`config.mk`:
```
export PLATFORM = sky130hd
export DESIGN_NAME = read_request_sequencer
export DESIGN_NICKNAME = d
export VERILOG_FILES = /design/src/rtl/read_request_sequencer.sv
export SDC_FILE = /design/constraint.sdc
export NUM_CORES = 2
export LEC_CHECK = 0
export ABC_AREA = 1
export CAP_MARGIN = 20
export CORE_AREA = 2 2 349 351
export DETAILED_ROUTE_END_ITERATION = 8
export DIE_AREA = 0 0 351 353
export PLACE_DENSITY = 0.58
export SLEW_MARGIN = 20
export SYNTH_ARGS = -nofsm -noshare
export SYNTH_HDL_FRONTEND = slang
export SYNTH_SLANG_ARGS = --single-unit
```
`constraint.sdc`:
```
create_clock -name aclk -period 8.6 [get_ports aclk]
set_input_delay 1.72 -clock aclk [delete_from_list [all_inputs] [get_ports aclk]]
set_output_delay 1.72 -clock aclk [all_outputs]
set_load 0.01 [all_outputs]
```
`src/rtl/read_request_sequencer.sv`:
```
// Read request sequencer: issues num_requests read requests over a region in
// sequential/stride or LFSR-random order, limits outstanding requests to
// MAX_OUT, tracks completions and reports run statistics.
module read_request_sequencer #(
  parameter int unsigned MAX_OUT   = 16,
  parameter logic [31:0] LFSR_SEED = 32'hACE1_2345
) (
  input  logic        aclk,
  input  logic        aresetn,
  input  logic        ap_start,
  input  logic [63:0] num_requests,
  input  logic [63:0] base_addr,
  input  logic [63:0] bound,
  input  logic [63:0] req_size,
  input  logic [63:0] stride,
  input  logic        access_pattern,
  output logic        req_valid,
  input  logic        req_ready,
  output logic [63:0] req_addr,
  output logic [31:0] req_len,
  input  logic        rsp_valid,
  output logic        busy,
  output logic        done,
  output logic        err,
  output logic [63:0] issued_cnt,
  output logic [63:0] completed_cnt,
  output logic [63:0] cycle_cnt
);

  typedef enum logic [1:0] {IDLE, RUN, DRAIN, DONE} state_t;

  state_t      state, state_n;
  logic        start_q;
  logic [63:0] num_q, base_q, bound_q, stride_q;
  logic        rand_q;

  logic [8:0]  outstanding, out_n;
  logic [31:0] lfsr, lfsr_n;
  logic [63:0] offset, offset_n, seq_sum;
  logic [63:0] issued_n, completed_n, cycle_n, addr_n;
  logic [31:0] len_n;
  logic        valid_n, err_n;
  logic        capture, hs, active, rsp_ok, rsp_bad;

  // Only the low word of req_size reaches the request channel.
  logic unused_size_hi;
  assign unused_size_hi = ^req_size[63:32];

  // Galois LFSR, x^32 + x^22 + x^2 + x + 1 in right-shift form.
  function automatic logic [31:0] lfsr_step(input logic [31:0] v);
    return (v >> 1) ^ (v[0] ? 32'h8020_0003 : 32'h0);
  endfunction

  // Random-mode offset: LFSR value masked to the power-of-two region, 64-byte aligned.
  function automatic logic [63:0] rand_off(input logic [31:0] v, input logic [63:0] b);
    return {32'b0, v} & (b - 64'd1) & ~64'h3F;
  endfunction

  // State register.
  always_ff @(posedge aclk) begin
    if (!aresetn) state <= IDLE;
    else          state <= state_n;
  end

  // Next state, counters, address generation and request channel next values.
  always_comb begin
    state_n     = state;
    capture     = (state == IDLE) && ap_start && !start_q;
    active      = (state == RUN) || (state == DRAIN);
    hs          = req_valid && req_ready;
    rsp_ok      = active && rsp_valid && (outstanding != '0);
    rsp_bad     = active && rsp_valid && (outstanding == '0);
    seq_sum     = offset + stride_q;
    issued_n    = issued_cnt;
    completed_n = completed_cnt;
    cycle_n     = cycle_cnt;
    out_n       = outstanding;
    err_n       = err;
    lfsr_n      = lfsr;
    offset_n    = offset;
    addr_n      = req_addr;
    len_n       = req_len;
    valid_n     = 1'b0;

    case (state)
      IDLE: begin
        if (capture) begin
          issued_n    = '0;
          completed_n = '0;
          cycle_n     = '0;
          out_n       = '0;
          err_n       = 1'b0;
          lfsr_n      = LFSR_SEED;
          offset_n    = '0;
          len_n       = req_size[31:0];
          addr_n      = access_pattern ? base_addr + rand_off(LFSR_SEED, bound) : base_addr;
          if (num_requests == '0) begin
            state_n = DONE;
          end else begin
            state_n = RUN;
            valid_n = 1'b1;
          end
        end
      end
      RUN, DRAIN: begin
        cycle_n     = cycle_cnt + 64'd1;
        issued_n    = issued_cnt + {63'b0, hs};
        completed_n = completed_cnt + {63'b0, rsp_ok};
        out_n       = outstanding + {8'b0, hs} - {8'b0, rsp_ok};
        if (rsp_bad) err_n = 1'b1;
        if (hs) begin
          if (rand_q) begin
            lfsr_n = lfsr_step(lfsr);
            addr_n = base_q + rand_off(lfsr_n, bound_q);
          end else begin
            offset_n = ((bound_q == '0) || (seq_sum >= bound_q)) ? '0 : seq_sum;
            addr_n   = base_q + offset_n;
          end
        end
        if (completed_n == num_q)                          state_n = DONE;
        else if ((state == RUN) && (issued_cnt == num_q))  state_n = DRAIN;
        // Computed from next-cycle counts so a valid request can only drop on its own handshake.
        valid_n = (state_n == RUN) && (issued_n < num_q) && (out_n < 9'(MAX_OUT));
      end
      DONE: begin
        if (!ap_start) state_n = IDLE;
      end
      default: state_n = IDLE;
    endcase
  end

  // Configuration captured on the start edge; later input changes are ignored.
  always_ff @(posedge aclk) begin
    if (!aresetn) begin
      num_q    <= '0;
      base_q   <= '0;
      bound_q  <= '0;
      stride_q <= '0;
      rand_q   <= 1'b0;
    end else if (capture) begin
      num_q    <= num_requests;
      base_q   <= base_addr;
      bound_q  <= bound;
      stride_q <= stride;
      rand_q   <= access_pattern;
    end
  end

  // Datapath and registered outputs.
  always_ff @(posedge aclk) begin
    if (!aresetn) begin
      start_q       <= 1'b0;
      outstanding   <= '0;
      lfsr          <= LFSR_SEED;
      offset        <= '0;
      req_valid     <= 1'b0;
      req_addr      <= '0;
      req_len       <= '0;
      busy          <= 1'b0;
      done          <= 1'b0;
      err           <= 1'b0;
      issued_cnt    <= '0;
      completed_cnt <= '0;
      cycle_cnt     <= '0;
    end else begin
      start_q       <= ap_start;
      outstanding   <= out_n;
      lfsr          <= lfsr_n;
      offset        <= offset_n;
      req_valid     <= valid_n;
      req_addr      <= addr_n;
      req_len       <= len_n;
      busy          <= (state_n == RUN) || (state_n == DRAIN);
      done          <= (state_n == DONE);
      err           <= err_n;
      issued_cnt    <= issued_n;
      completed_cnt <= completed_n;
      cycle_cnt     <= cycle_n;
    end
  end

endmodule
```
==> out/qor.csv <==
metric,value,unit
outcome,"complete, no violations",
regToRegSetupSlack,0.66,ns
cp-start-kind,register,
synthAdderAreaFrac,8.30,%
worst_clock_skew,0.0270,ns
switchingPower,0.00678,W
grt_usage,30.8,%
comb_power_share,48.0,%
fin_ws,0.655,ns
overflow,0,
final_cell_mix,"nand2_1, inv_1, nor2_1",
muxShareOfSynthArea,0,%
antenna_left,0,
ys_ff_latch,657,
place_ws,0.529,ns
cp.required,9.12,ns
tritoncts,done,
wire_per_inst,20.2,um
syn_area_per_cell,6.39,um^2
syn-num-nets,8100,
timing.rr.start,offset[0]$_SDFFE_PN0P_,
num_rows,128,
pwr-share-clk,24.8,%
reg2reg_to,req_addr[31]$_SDFFE_PN0P_,
worst_pin_slew,1.12,ns
clk_pin_slew,0.06,ns
p_int,0.00816,W
whs_endpoint,lfsr[6]$_SDFFE_PN1P_,
final-setup-viol-count,0,
start_util,39.5,%
synth_top_family_by_area,simple AND/OR/NAND/NOR gates,
fmax,126,MHz
total_power,0.0149,W
cp.depth,52,
hp-start,lfsr[6]$_SDFFE_PN1P_,
die_h,353,um
worst-r2r-cell-count,52,
cpMostUsedCell,nand2_1,
hold_violations,0,
cp.arrival,8.47,ns
min_path_type,reg2reg,
slowest_delay,0.37,ns
nets,8693,
leakage,24.7,nW
grt_max_degree,233,
hold_depth,2,
vias_per_cell,5.31,
drv_cap,0,
crit_slowest_cell,fa_1,
synth-edff-count,0,
wl,197000,um
synth_xor_area_share,5.58,%
hpwl,157000,um
synthCells,7460,
core_area,121000,um^2
clk_latency,0.68,ns
crit_type,reg2reg,
drc,0,
synth-simple-area-share,29.5,%
antenna_found_initial,21,
clkSinkCount,657,
drv_slew,0,
drt_iter0_markers,4065,
whs,0.465,ns
final_common_cell,nand2_1,
dieWidth,351,um
io_pins,618,
ys_seq_area_share,27.6,%
seqPwrFrac,27.2,%
grt_setup_unrepaired,no,
sw_frac_of_total,45.4,%
ir_drop,0.000205,V
cts_max_path_buffers,3,
grt_first_pass_wirelength,295000,um
synth_cell_types,72,
yosys_warnings,0,
areaGrowthSynthToFinish,23.5,%
place.gp.congestion,0.989,
crit_path_max_fanout,33,
fin_crit_sh,92.4,%
relSlewSlack,25.2,%
htree_levels,3,
cts-root-buf,clkbuf_16,
synth_compound_area_share,19.2,%
min_period,7.94,ns
post_cts_buffers,0,
grt_pass1_vias,49000,
numPortBuffers,585,
numCtsBuffers,86,
fill_cells,12600,
crit_family,compound AO/OA/AOI/OAI gates,
ys.flop_type,dfxtp_1,
fin_tns_setup,0,ns
async_flop_share,0,%
dieArea,124000,um^2
firstDrtPassIters,5,
layout-drive-gt1-share,5.48,%
syn-cell-area,47700,um^2
cp_num_buf_inv,11,
vias,51800,
power_density,254,nW/um^2
endpoint_kind,register,
through the flow:
step,instance area (um^2),cells,utilization [%]
after detailed placement,56000,9590,46.4
after CTS,58800,9746,48.8
after global placement,56000,9590,46.4
final,58900,9763,48.8
after floorplan,47700,7460,-
after global routing,58900,9754,48.8
synth_stat cells (15+ instances only):
cell type,number,area (um^2)
o21ai_0,594,2970
o22ai_1,18,113
o211ai_1,23,173
a31oi_1,68,425
nor4_1,114,713
nand2_1,1526,5730
xnor2_1,57,499
nand3_1,275,1380
a21o_1,17,128
clkbuf_1,223,837
xor2_1,240,2100
inv_1,972,3650
o21bai_1,15,113
nor2_1,895,3360
nand3b_1,16,120
or2_2,34,213
dfxtp_1,657,13200
nor3_1,162,811
nand4_1,124,776
ha_1,310,3880
a22oi_1,18,135
a21oi_1,828,4140
o21a_1,38,285
state kept, by name, indices dropped and copies added (netlist names), 2 cells and up:
signal and flops:
req_addr 64, outstanding 9, offset 64, req_len 32, state 2, stride_q 64
issued_cnt 64, num_q 64, completed_cnt 64, bound_q 64, cycle_cnt 64, lfsr 32
base_q 64
worst register-to-register path: cells and delay by family (launching register included):
family / cells / cell delay (ns)
buffers and inverters: 11 / 1.41
adder cells (fa/ha/maj): 4 / 1.14
XOR/XNOR: 1 / 0.21
AO/OA/AOI/OAI: 14 / 2.62
flip-flops: 1 / 0.33
AND/OR/NAND/NOR: 22 / 2.10
cells by family (layout without fill, tap and decap cells):
group / Yosys count / count (layout)
AO/OA/AOI/OAI: 1706 / 1706
other: 0 / 17
AND/OR/NAND/NOR: 3248 / 3248
flip-flops: 657 / 657
adder cells (fa/ha/maj): 314 / 314
buffers and inverters: 1235 / 1896
XOR/XNOR: 300 / 300
routing by layer:
metal  vias to the layer above  share of wire, %  GRT usage [%]  wire, um
met4                         8               3.7           11.7      7290
met1                     24000                44           40.9     87200
met5                         -             0.028              0        55
met2                      1540                46           50.6     90300
li1                      25900                 -              -         -
met3                       290               6.4           3.95     12600
cell type report:
| class | count | area, um^2 | area share [%] |
|---|---|---|---|
| diodes | 17 | 42.5 | 0.0722 |
| clock buffers | 120 | 2470 | 4.20 |
| clock inverters | 36 | 379 | 0.644 |
| inverters | 989 | 3730 | 6.33 |
| multi-input cells | 5568 | 29900 | 50.8 |
| flip-flops and latches | 657 | 13200 | 22.3 |
| well taps | 1625 | 2030 | 3.45 |
| repair buffers | 751 | 7140 | 12.1 |
timing repair:
item / in CTS / in global routing
hold buffers: 0 / 0
endpoints found under the setup margin: 0 / 11
resized for setup: 0 / 2
worst max path at each step:
stage	endpoint	start	slack, ns
after floorplan	req_addr[32]$_SDFFE_PN0P_	offset[0]$_SDFFE_PN0P_	1.76
after global placement	req_valid$_SDFF_PN0_	req_ready	0.67
after detailed placement	req_addr[43]$_SDFFE_PN0P_	offset[0]$_SDFFE_PN0P_	0.53
after CTS	req_addr[43]$_SDFFE_PN0P_	offset[0]$_SDFFE_PN0P_	0.50
after global routing	req_addr[32]$_SDFFE_PN0P_	offset[0]$_SDFFE_PN0P_	0.004
final	req_addr[31]$_SDFFE_PN0P_	offset[0]$_SDFFE_PN0P_	0.66
power by group through the flow:
stage,clock network [W],logic (W),registers [W]
after floorplan,0,0.00422,0.00403
after global placement,0,0.00703,0.00410
after detailed placement,0,0.00710,0.00411
after CTS,0.00379,0.00713,0.00405
after global routing,0.00390,0.00789,0.00412
final,0.00371,0.00717,0.00406
Note: power is estimated with default switching activity, not from simulation.
